===== src/rtl/e203_exu_dsp_wbck_pkg.sv =====
// DSP write-back shared definitions.
// State encoding and width defaults for the DSP write-back path.
package e203_exu_dsp_wbck_pkg;

    localparam int E203_XLEN    = 32;
    localparam int E203_RFIDX_W = 5;

    typedef enum logic [1:0] {
        WB_IDLE = 2'd0,
        WB_LO   = 2'd1,
        WB_HI   = 2'd2
    } dsp_wbck_state_e;

endpackage


===== src/rtl/e203_dsp_wbck_capture.sv =====
// DSP write-back capture bank.
// Holds one accepted DSP result until both halves are written back.
module e203_dsp_wbck_capture
    import e203_exu_dsp_wbck_pkg::*;
#(
    parameter int XLEN    = E203_XLEN,
    parameter int RFIDX_W = E203_RFIDX_W
) (
    input  logic               clk,
    input  logic               rst,
    input  logic               load,
    input  logic [XLEN-1:0]    in_wdat,
    input  logic [XLEN-1:0]    in_wdat_1,
    input  logic [RFIDX_W-1:0] in_rdidx,
    input  logic               in_64b,
    input  logic               in_err,
    input  logic               in_ov,
    output logic [XLEN-1:0]    q_wdat,
    output logic [XLEN-1:0]    q_wdat_1,
    output logic [RFIDX_W-1:0] q_rdidx,
    output logic               q_64b,
    output logic               q_err,
    output logic               q_ov
);

    // Data and index are only meaningful while a write is pending.
    always_ff @(posedge clk) begin
        if (load) begin
            q_wdat   <= in_wdat;
            q_wdat_1 <= in_wdat_1;
            q_rdidx  <= in_rdidx;
        end
    end

    // Control flags are cleared so a reset never leaks a stale tag.
    always_ff @(posedge clk or posedge rst) begin
        if (rst) begin
            q_64b <= 1'b0;
            q_err <= 1'b0;
            q_ov  <= 1'b0;
        end else if (load) begin
            q_64b <= in_64b;
            q_err <= in_err;
            q_ov  <= in_ov;
        end
    end

endmodule


===== src/rtl/e203_exu_dsp_wbck.sv =====
// DSP result write-back sequencer.
// Splits 64-bit results into rd / rd+1 writes toward exu_wbck.
module e203_exu_dsp_wbck
    import e203_exu_dsp_wbck_pkg::*;
#(
    parameter int XLEN    = E203_XLEN,
    parameter int RFIDX_W = E203_RFIDX_W
) (
    input  logic               clk,
    input  logic               rst,
    input  logic               dsp_i_valid,
    output logic               dsp_i_ready,
    input  logic [XLEN-1:0]    dsp_i_wdat,
    input  logic [XLEN-1:0]    dsp_i_wdat_1,
    input  logic               dsp_i_64b,
    input  logic [RFIDX_W-1:0] dsp_i_rdidx,
    input  logic               dsp_i_err,
    input  logic               dsp_i_ov,
    output logic               wbck_o_valid,
    input  logic               wbck_o_ready,
    output logic [XLEN-1:0]    wbck_o_wdat,
    output logic [RFIDX_W-1:0] wbck_o_rdidx,
    output logic               wbck_o_err,
    output logic               ov_set_o,
    output logic               busy_o
);

    dsp_wbck_state_e state_q;
    dsp_wbck_state_e state_d;

    logic               accept;
    logic [XLEN-1:0]    cap_wdat;
    logic [XLEN-1:0]    cap_wdat_1;
    logic [RFIDX_W-1:0] cap_rdidx;
    logic               cap_64b;
    logic               cap_err;
    logic               cap_ov;
    logic               odd_pair;
    logic               pair_go;

    assign dsp_i_ready = (state_q == WB_IDLE);
    assign busy_o      = (state_q != WB_IDLE);
    assign accept      = dsp_i_valid & dsp_i_ready;

    // A pair write needs an even rd; odd rd is flagged as an error.
    assign odd_pair = cap_64b & cap_rdidx[0];
    assign pair_go  = cap_64b & ~cap_err & ~cap_rdidx[0];

    e203_dsp_wbck_capture #(
        .XLEN    (XLEN),
        .RFIDX_W (RFIDX_W)
    ) u_capture (
        .clk       (clk),
        .rst       (rst),
        .load      (accept),
        .in_wdat   (dsp_i_wdat),
        .in_wdat_1 (dsp_i_wdat_1),
        .in_rdidx  (dsp_i_rdidx),
        .in_64b    (dsp_i_64b),
        .in_err    (dsp_i_err),
        .in_ov     (dsp_i_ov),
        .q_wdat    (cap_wdat),
        .q_wdat_1  (cap_wdat_1),
        .q_rdidx   (cap_rdidx),
        .q_64b     (cap_64b),
        .q_err     (cap_err),
        .q_ov      (cap_ov)
    );

    // State register; reset drops any pending result.
    always_ff @(posedge clk or posedge rst) begin
        if (rst) begin
            state_q <= WB_IDLE;
        end else begin
            state_q <= state_d;
        end
    end

    // Next state and write-back outputs.
    always_comb begin
        state_d      = state_q;
        wbck_o_valid = 1'b0;
        wbck_o_wdat  = cap_wdat;
        wbck_o_rdidx = cap_rdidx;
        wbck_o_err   = 1'b0;
        ov_set_o     = 1'b0;
        unique case (state_q)
            WB_IDLE: begin
                if (dsp_i_valid) begin
                    state_d = WB_LO;
                end
            end
            WB_LO: begin
                wbck_o_valid = 1'b1;
                wbck_o_err   = cap_err | odd_pair;
                ov_set_o     = cap_ov & wbck_o_ready;
                if (wbck_o_ready) begin
                    state_d = pair_go ? WB_HI : WB_IDLE;
                end
            end
            WB_HI: begin
                wbck_o_valid = 1'b1;
                wbck_o_wdat  = cap_wdat_1;
                wbck_o_rdidx = cap_rdidx + RFIDX_W'(1);
                if (wbck_o_ready) begin
                    state_d = WB_IDLE;
                end
            end
            default: begin
                state_d = WB_IDLE;
            end
        endcase
    end

endmodule

===== config.mk =====
export PLATFORM = sky130hd
export DESIGN_NAME = e203_exu_dsp_wbck
export DESIGN_NICKNAME = d
export VERILOG_FILES = /design/src/rtl/e203_exu_dsp_wbck_pkg.sv /design/src/rtl/e203_dsp_wbck_capture.sv /design/src/rtl/e203_exu_dsp_wbck.sv
export SDC_FILE = /design/constraint.sdc
export NUM_CORES = 1
export LEC_CHECK = 0
export CAP_MARGIN = 20
export CORE_MARGIN = 2
export CORE_UTILIZATION = 46
export DETAILED_ROUTE_END_ITERATION = 10
export GPL_TIMING_DRIVEN = 0
export HOLD_SLACK_MARGIN = 0.06
export PLACE_DENSITY = 0.85
export SLEW_MARGIN = 15
export SYNTH_ARGS = -nofsm -noshare
export SYNTH_HDL_FRONTEND = slang
export SYNTH_SLANG_ARGS = --single-unit

===== constraint.sdc =====
create_clock -name clk -period 3.7 [get_ports clk]
set_clock_uncertainty 0.05 [all_clocks]
set_input_delay 0.74 -clock clk [delete_from_list [all_inputs] [get_ports clk]]
set_output_delay 0.74 -clock clk [all_outputs]
set_load 0.03 [all_outputs]

Word level (Yosys, flattened, before mapping)
Index checks and enable logic that the tools add are counted.
- register bits after elaboration: 74
- output and inout bits: 42
- logic and storage cells: 35
- add/subtract/negate cells: 1
- equality and inequality tests: 5
- muxes and demuxes: 10
- bitwise logic cells: 8
- reduce and logical (&&, ||, !) cells: 4
- operator list (operator ; number):
    two-way mux 32 bit ; 1
    two-way mux 2 bit ; 4
    inequality test 2 bit (second input constant) ; 3
    one-hot mux 2 bit (3 select lines) ; 1
    adder 5 x 1 -> 5 bit (second input constant) ; 1
    AND 1 bit ; 5
    two-way mux 5 bit ; 1
    two-way mux 1 bit ; 3
    AND reduction 3 bit ; 1
    equality test 2 x 1 -> 1 bit (second input constant) ; 1
    equality test 2 bit (second input constant) ; 1
    zero test 2 bit ; 1
    inverter 1 bit ; 2
    nonzero test 2 bit ; 1
    OR reduction 2 bit ; 1
    bitwise OR 1 bit ; 1

Logic depth before layout (Yosys ltp)
Gate-level depths: netlist (run 1).
- depth in word-level cells: 6
- mapped depth: 6
- mapped depth without buffers: 5

By module
A second synthesis (run 1) with hierarchy kept.
- cell total of the unflattened synthesis: 144
- area total of the unflattened synthesis: 2857.7 um^2
- modules (own cells, without submodules) (module ; instances ; cells each ; area each (um^2) ; sequential area each (um^2)):
    e203_dsp_wbck_capture ; 1 ; 76 ; 2184.6 ; 2147.1
    e203_exu_dsp_wbck ; 1 ; 68 ; 673.1 ; 50.0

Worst setup path after synthesis (run 1)
Ideal clock, no wire load.
- kind: in2reg
- from: input port dsp_i_valid
- to: register u_capture.q_rdidx[0] (enable)
- arrival: 2.192 ns
- data required time: 3.227 ns
- path slack: 1.036 ns
- stages: 2
- path through: nand2_1 inv_1
- word-level cells in the longest chain between the ends: 1
- RTL lines (what ; RTL line ; RTL):
    start: declaration ; e203_exu_dsp_wbck.sv:11 ; input logic dsp_i_valid,
    AND 1 bit ; e203_exu_dsp_wbck.sv:43 ; assign accept = dsp_i_valid & dsp_i_ready;
    named net accept ; e203_exu_dsp_wbck.sv:31 ; logic accept;
    end signal: assignment ; e203_dsp_wbck_capture.sv:31 ; q_rdidx <= in_rdidx;
    end: declaration ; e203_dsp_wbck_capture.sv:20 ; output logic [RFIDX_W-1:0] q_rdidx,
The timed path passes the listed nets, and every way through them passes these cells.
A chain may end at the register's enable or synchronous reset.

Worst setup path in the final report (run 1)
- from: register state_q[0]
- to: output port wbck_o_rdidx[4]
- word-level cells in the longest chain between the ends: 2
- RTL lines (what ; RTL line ; RTL):
    start: declaration ; e203_exu_dsp_wbck.sv:28 ; dsp_wbck_state_e state_q;
    start signal: assignment ; e203_exu_dsp_wbck.sv:75 ; state_q <= state_d;
    equality test 2 bit ; e203_exu_dsp_wbck.sv:87 ; unique case (state_q)
    two-way mux 5 bit ; e203_exu_dsp_wbck.sv:87 ;
    end: declaration ; e203_exu_dsp_wbck.sv:22 ; output logic [RFIDX_W-1:0] wbck_o_rdidx,
Every way passes these cells.

==> results of run 1 <==
==> stage by stage <==
step | util, % | instances | power [mW] | cell area, sq um
2_1_floorplan | - | 144 | 1.76 | 2860
3_3_place_gp | 69.2 | 336 | 2.13 | 4120
3_5_place_dp | 69.2 | 336 | 2.15 | 4120
4_1_cts | 72.8 | 352 | 2.81 | 4330
5_1_grt | 72.8 | 352 | 2.90 | 4330
6_report | 72.8 | 352 | 2.78 | 4330
==> worst max-delay path: stages, from the launching register on <==
cell and delay (ns):
sky130_fd_sc_hd__dfrtp_1 0.39, sky130_fd_sc_hd__inv_1 0.13, sky130_fd_sc_hd__ha_1 0.20, sky130_fd_sc_hd__buf_6 0.16, sky130_fd_sc_hd__buf_6 0.16, sky130_fd_sc_hd__nand4_1 0.11
sky130_fd_sc_hd__xnor2_1 0.17, sky130_fd_sc_hd__clkdlybuf4s50_1 0.70
==> final timing paths <==
kind	from	end	slack, ns
min in group asynchronous	rst	u_capture.q_64b$_DFFE_PP0P_	0.57
hold reg to reg	u_capture.q_ov$_DFFE_PP0P_	u_capture.q_ov$_DFFE_PP0P_	0.47
hold / removal	u_capture.q_ov$_DFFE_PP0P_	u_capture.q_ov$_DFFE_PP0P_	0.47
setup / recovery	state_q[0]$_DFFE_PP0P_	wbck_o_rdidx[4]	0.56
max in group asynchronous	rst	u_capture.q_ov$_DFFE_PP0P_	2.86
setup reg to reg	state_q[0]$_DFFE_PP0P_	u_capture.q_wdat[28]$_DFFE_PP_	1.74
==> cell usage after synthesis (2+ instances only) <==
cell type	n	area share, %
sky130_fd_sc_hd__ha_1	5	2.2
sky130_fd_sc_hd__nor2_1	2	0.26
sky130_fd_sc_hd__mux2_2	36	14
sky130_fd_sc_hd__dfrtp_1	5	4.4
sky130_fd_sc_hd__xnor2_1	3	0.92
sky130_fd_sc_hd__nand4_1	2	0.44
sky130_fd_sc_hd__buf_6	3	1.2
sky130_fd_sc_hd__inv_1	5	0.66
sky130_fd_sc_hd__edfxtp_1	69	73
sky130_fd_sc_hd__nor2b_1	2	0.44
sky130_fd_sc_hd__nand2_1	2	0.26
==> cell type report <==
type	instances	area, sq um	area share (%)
clock inverter	5	78.8	1.82
buffer	4	38.8	0.895
clock buffer	11	131	3.03
tap	75	93.8	2.17
inverter	5	21.3	0.491
sequential	74	2200	50.7
multi-input combinational	61	601	13.9
timing repair buffer	117	1170	27.0
==> flip-flops by register name, indices dropped and copies added (netlist names) <==
register            flops
u_capture.q_ov          1
u_capture.q_64b         1
u_capture.q_wdat_1     32
u_capture.q_err         1
u_capture.q_wdat       32
state_q                 2
u_capture.q_rdidx       5
==> layer usage <==
metal,up-vias,share of wire (%),routed length [um]
met3,12,8.9,482
met1,783,38,2060
met5,-,0,0
li1,806,-,-
met4,0,2.5,136
met2,79,51,2730
==> logic make-up (layout without fill, tap and decap cells) <==
kind of cell | count (synthesis) | count (layout) | synth area share [%]
xor gates and xnor gates | 4 | 4 | 1.23
adders and majority gates | 5 | 5 | 2.19
muxes | 36 | 36 | 14.2
AOI/OAI and AO/OA | 5 | 5 | 1.27
buffers and inverters | 9 | 142 | 2.02
and+or+nand+nor | 11 | 11 | 2.15
DFF | 74 | 74 | 77.0
==> report_power, final <==
part / internal [mW] / switching [mW]
Clock: 0.378 / 0.276
Combinational: 0.418 / 0.509
Sequential: 1.14 / 0.0542
Total: 1.94 / 0.840
==> placed cells by master (no fill, tap or decap), drive strengths merged, types with 2 or more instances in the layout <==
| cell type | synthesis | final |
|---|---|---|
| bufinv | 0 | 2 |
| ha | 5 | 5 |
| clkdlybuf4s50 | 0 | 117 |
| nand2 | 2 | 2 |
| nand4 | 2 | 2 |
| mux2 | 36 | 36 |
| edfxtp | 69 | 69 |
| dfrtp | 5 | 5 |
| buf | 4 | 4 |
| clkinvlp | 0 | 2 |
| clkbuf | 0 | 11 |
| nor2b | 2 | 2 |
| nor2 | 2 | 2 |
| xnor2 | 3 | 3 |
| inv | 5 | 5 |
==> summary by stage, run 1 <==
Place
The HPWL after detailed placement is 4.00 mm. The placer's final routability congestion estimate is 0.714. The count of input and output buffers is 117. The worst setup slack after placement is 0.795 ns.

GRT
Global routing used 16.7% of the available tracks. For this run the aggregate overflow at the end of global routing stands at 0. Global routing consumed, on the met1 layer, 18.7% of the routing resources. The largest net degree at the start of global routing is 70.

The number of global-route vias before repair is 1,739. For this run, global-route usage on met2 was measured as 26.9%. met2 is the most crowded layer.

The number of antenna violations at the first check in global routing is 0. The wire length of the first global-routing pass is 8.05 mm. The fraction of met3 tracks used by global routing is 7.36%.

Synthesis
The total number of yosys warnings is 0. Among all flip-flop cells after synthesis, the most frequent one is sky130_fd_sc_hd__edfxtp_1. When the netlist entered floorplanning its net count stood at 225. The synthesis-stage register bit count is 74. Synthesis produced a netlist whose cell count is 144.

Counting flops with an async set or reset pin after synthesis yields a share of 6.76%. The cell area after synthesis is 2860 sq um. The proportion of synthesized chip area in sequential cells is 77.0%. The number of flops mapped to enable cells by yosys is 69. After synthesis, the mean cell area works out to 19.8 sq um. The count of cell types in the netlist is 21.

Floorplanning
The floorplan die width is 82.8 um. The die is 82.8 um tall. The starting utilization of the core area is 47.9%.

The initialized floorplan defines 28 standard-cell rows. The I/O pin count is 118. The die covers 6850 sq um. The total core area is 5960 sq um.

STA
The total count of hold-check failures in the final report is 0. The normalized max-slew margin is 45.4%. The number of max-slew violations in the final report came to 0. The post-route worst setup slack is 0.563 ns. The number of setup violations in the final report is 0. The slew of the pin with the lowest slew margin is 0.819 ns. Setup repair after global routing left no endpoint under its margin. The final setup TNS is 0 ns. The clock period minus final worst setup slack is 3.14 ns.

The worst hold-check slack is 0.473 ns. The part of the cycle the worst path needs is 84.8%. Derived from the worst setup path, the maximum achievable clock frequency is 319 MHz.

Clock network
The clock transition at the registers of the reported paths is 0.07 ns. Clock tree synthesis inserted a total of 9 buffers. After clock tree synthesis, the flow added hold-fix buffers numbering 0. The clock root buffer is sky130_fd_sc_hd__clkbuf_8. In this run the number of H-tree levels came out at 3. In this run the deepest clock path goes through 2 buffers. The number of setup buffers added after CTS is 0.

TritonCTS built the clock tree. The clock reaches the later pin of the worst-skew pair after 0.33 ns. The post-cts sizing count is 0. The clock sink count is 74.

Worst hold path
The path class of the tightest hold or removal check is reg -> reg. The cell depth of the worst hold path is 1.

Setup path
The worst setup path is of the reg -> out kind. For the worst flop-to-flop path, the logic depth is 4. The worst setup path is launched from a flop. STA puts the critical path data required time at 2.91 ns. In this run the worst path has a maximum fanout of 10. The critical path data arrival time is 2.35 ns. The worst setup path is captured at an output port.

Pwr
In this run the static leakage power is 1.52 nW. The power density relative to cell area is 641 nW/um^2. The worst-case IR drop observed on VDD is 0.525 mV.

Status
The flow ran to the end, and the final reports show no timing, DRC or antenna violations.

Finish
From synthesis to final layout, the design area changed by 51.8%. The share of cells above drive strength 1 is 19.9%. The net total in the final layout is 353. The layout has 404 filler cells. The final antenna diode count is 0.

Drt
The first TritonRoute pass finished after 4 iterations. The ratio of routed vias to standard cells is 4.77. The remaining routing DRC violations is 0. The remaining antenna violation count is 0. The routed design has 5.41 mm of wire.

The final routed wire length divided by cell count is 15.4 um. The final route contains 1,680 vias. The detailed router finished its first iteration with 88 violations.

Run
Across the run, the number of max-cap violations was 0.
No activity file was read; power rests on OpenSTA's default activity.
==> run 2, diff against run 1 <==
--- a/config.mk
+++ b/config.mk
@@ -7,11 +7,11 @@
 export LEC_CHECK = 0
 export CAP_MARGIN = 20
 export CORE_MARGIN = 2
-export CORE_UTILIZATION = 46
+export CORE_UTILIZATION = 38
 export DETAILED_ROUTE_END_ITERATION = 10
 export GPL_TIMING_DRIVEN = 0
 export HOLD_SLACK_MARGIN = 0.06
-export PLACE_DENSITY = 0.85
+export PLACE_DENSITY = 0.75
 export SLEW_MARGIN = 15
 export SYNTH_ARGS = -nofsm -noshare
 export SYNTH_HDL_FRONTEND = slang
==> constraint.sdc (replaced) <==
create_clock -name clk -period 2.6 [get_ports clk]
set_clock_uncertainty 0.05 [all_clocks]
set_input_delay 0.52 -clock clk [delete_from_list [all_inputs] [get_ports clk]]
set_output_delay 0.52 -clock clk [all_outputs]
set_load 0.03 [all_outputs]
==> run 2 against run 1 <==
  * Cell area decreased by 0.14%
  * Worst setup slack got worse by 0.43 ns
  * Total power increased by 43%
  * Worst hold slack got worse by 0.14 ns
  * Sequential power increased by 43%
  * Global-route usage decreased by 2.3 points
  * Via count increased by 4.5%
  * Sequential share of layout area increased by 0.073 points
  * Final cell count increased by 7.4%
  * Critical endpoint is now wbck_o_wdat[26]
  * Utilization decreased by 13 points
  * Combinational power increased by 34%
  * Register-to-register slack got worse by 1.1 ns
==> summary by stage, run 2 (synthesized netlist as in run 1, its figures left out) <==
Finish
The share of cells above drive strength 1 is 29.0% (was 19.9%). The final antenna diode count is 0 (unchanged). The net total in the final layout is 356 (was 353). The area added between synthesis and finish came to 51.5% (was 51.8%). The most common cell after layout, fill and taps aside is sky130_fd_sc_hd__clkdlybuf4s50_1 (unchanged).

Largest registers: u_capture.q_wdat (32), u_capture.q_wdat_1 (32), u_capture.q_rdidx (5) (unchanged). The post-layout instance count excluding filler cells is 378 (was 352). Highest-count cells in the layout ignoring fill and taps: sky130_fd_sc_hd__clkdlybuf4s50_1 (78), sky130_fd_sc_hd__edfxtp_1 (69), sky130_fd_sc_hd__mux2_2 (36), sky130_fd_sc_hd__dlygate4sd2_1 (17), sky130_fd_sc_hd__buf_2 (16) (was sky130_fd_sc_hd__clkdlybuf4s50_1 (117), sky130_fd_sc_hd__edfxtp_1 (69), sky130_fd_sc_hd__mux2_2 (36), sky130_fd_sc_hd__clkbuf_8 (9)). The area of the multi-input gates is 613 sq um (was 601 sq um).

The area taken by flip-flops and latches is 2200 sq um (unchanged). The count of fill cells added during filler insertion is 587 (was 404).

Clock network
The insertion delay to the later sink of the worst-skew pair was 0.33 ns (about the same). The maximum buffer depth of the clock tree came to 2 (unchanged). The maximum level of the CTS H-tree is 3 (unchanged). The clock sink count was 74 (unchanged).

The CTS tree is yes (unchanged). The TritonCTS buffer count is 9 (unchanged). The clock root buffer was sky130_fd_sc_hd__clkbuf_8 (unchanged).

The clock transition at the registers of the reported paths is 0.08 ns (was 0.07 ns).

Setup path
The worst stage delay on the critical path came to 0.40 ns (was 0.70 ns). The critical path data arrival time is 1.90 ns (was 2.35 ns). The largest fanout of any net on the critical path was 10 (unchanged). The endpoint class of the critical path was an output port (unchanged). The start-to-end type of the worst setup path is reg -> out (unchanged).

The data required time of the critical path is 2.03 ns (was 2.91 ns). Cell Chain, Critical Path: inv_2 > ha_4 > buf_4 > mux2_2 > dlygate4sd2_1 (was inv_1 > ha_1 > buf_6 > buf_6 > nand4_1 > xnor2_1 > clkdlybuf4s50_1). The slowest cell on the critical path is sky130_fd_sc_hd__dfrtp_1 (was sky130_fd_sc_hd__clkdlybuf4s50_1). The sum of buffers and inverters on the critical path is 3 (was 4).

The sort of element at the start of the critical path is a flop (unchanged). The dominant delay contributor by cell family on the critical path is buffers and inverters (unchanged).

STA
Setup repair after global routing missed its margin: no (unchanged). The post-route worst setup slack is 0.129 ns (was 0.563 ns). The number of max-slew violations in the final report is 0 (unchanged).

The normalized max-slew margin is 74.0% (was 45.4%). The slew of the pin with the lowest slew margin is 0.390 ns (was 0.819 ns). The total count of hold-check failures in the final report was 0 (unchanged).

The number of setup violations in the final report is 0 (unchanged). Based on the critical path, the design can be clocked at up to 405 MHz. The worst path in the final design needs a cycle of 2.47 ns, including I/O delays and setup. The final setup TNS came to 0 ns (unchanged). The part of the cycle the worst path needs is 95.0%.

Place
The number of placed instances with taps included is 361 (was 336). The count of input and output buffers is 117 (unchanged). The post-detailed-placement half-perimeter wirelength is 4.05 mm (was 4.00 mm).

The placer's final routability congestion estimate was 0.698 (was 0.714). The worst setup slack after placement is 0.0153 ns (was 0.795 ns).

Drt
The number of vias in the routed layout is 1,755 (was 1,680). The post-detailed-routing wire length is 5.61 mm (was 5.41 mm). The number of search-and-repair iterations in the first detailed-routing pass was 4 (unchanged).

The number of violations reported at the end of detailed-routing iteration 0 is 77 (was 88). The remaining routing DRC violations was 0 (unchanged). The remaining antenna violation count is 0 (unchanged). The ratio of routed vias to standard cells is 4.64 (was 4.77). The final routed wire length divided by cell count is 14.8 um (was 15.4 um).

Floorplanning
The floorplan die width came to 90.7 um (was 82.8 um). The starting utilization of the core area is 39.4% (was 47.9%). The total core area is 7250 sq um (was 5960 sq um). The area of the die is 8220 sq um (was 6850 sq um). The vertical die dimension is 90.7 um (was 82.8 um). The number of core rows came to 31 (was 28). The I/O pin count is 118 (unchanged).

Pwr
The total power is 3.96 mW (was 2.78 mW). The power density relative to cell area is 916 nW/um^2 (was 641 nW/um^2). The static leakage is 1.61 nW (was 1.52 nW). The worst supply voltage drop on vdd is 0.481 mV (was 0.525 mV).

Status
Outcome: complete, no violations (unchanged).

GRT
The largest net degree at the start of global routing is 41 (was 70). The total overflow reported by the global router is 0 (unchanged). The fraction of met3 tracks used by global routing is 5.26% (was 7.36%). The number of global-route vias before repair is 1,878 (was 1,739).

The met1 track demand over resource in global routing is 16.3% (was 18.7%). The wire length of the first global-routing pass is 8.98 mm (was 8.05 mm). The most crowded layer after global routing is met2 (unchanged). The routing usage on met2 was 25.2% (was 26.9%). The number of antenna violations at the first check in global routing is 0 (unchanged). The total global-route track usage is 14.4% (was 16.7%).

Run
The reported max-cap violation count is 0 (unchanged).

Worst hold path
The classification of the worst-slack hold path is in -> async (was reg -> reg).
## run 2: worst paths after layout
check	slack [ns]	from	depth (start not counted)	endpoint
max in group asynchronous	1.99	rst	2	state_q[0]$_DFFE_PP0P_
min in group clk	0.47	u_capture.q_ov$_DFFE_PP0P_	1	u_capture.q_ov$_DFFE_PP0P_
setup reg to reg	0.65	state_q[1]$_DFFE_PP0P_	5	u_capture.q_wdat[16]$_DFFE_PP_
setup / recovery	0.13	state_q[0]$_DFFE_PP0P_	5	wbck_o_wdat[26]
hold reg to reg	0.47	u_capture.q_ov$_DFFE_PP0P_	1	u_capture.q_ov$_DFFE_PP0P_
hold / removal	0.33	rst	2	u_capture.q_err$_DFFE_PP0P_
## run 2: routing by layer
metal  share of wire [%]  up-vias
met5                   0        -
met4                 1.1        0
met3                 6.0        8
met2                  54       65
met1                  39      868
li1                    -      814
## run 2: through the flow
step           utilization [%]  hold WS, ns  area [sq um]
6_report                  59.7        0.331          4330
5_1_grt                   59.7        0.317          4330
4_1_cts                   59.9        0.312          4350
3_5_place_dp              57.5        0.455          4170
3_3_place_gp              57.2        0.453          4150
2_1_floorplan                -        0.249          2860
## run 2: timing repair
item	4_1_cts	5_1_grt
hold buffers	0	0
setup endpoints to repair	37	22
resized for setup	100	17
gates cloned	1	0
buffers inserted	1	0
endpoints found under the hold margin	0	0
pin swaps	0	0
## run 2: cell type report
| class | instances | area share, % |
|---|---|---|
| flip-flops and latches | 74 | 50.8 |
| multi-input cells | 61 | 14.2 |
| repair buffers | 120 | 25.4 |
| clock inverters | 6 | 2.46 |
| inverters | 5 | 0.492 |
| clock buffers | 9 | 2.86 |
| well taps | 99 | 2.86 |
| plain buffers | 4 | 0.954 |
## run 2: power breakdown
part	internal, mW	switching [mW]	total, mW
clock	0.627	0.397	1.02
sequential	1.62	0.0794	1.70
combinational	0.509	0.732	1.24
==> run 3, diff against run 2 <==
--- a/config.mk
+++ b/config.mk
@@ -5,6 +5,7 @@
 export SDC_FILE = /design/constraint.sdc
 export NUM_CORES = 1
 export LEC_CHECK = 0
+export ABC_CLOCK_PERIOD_IN_PS = 2600
 export CAP_MARGIN = 20
 export CORE_MARGIN = 2
 export CORE_UTILIZATION = 38
==> results of run 3 <==
No change in the layout: final DEF, timing and power equal those of run 2.
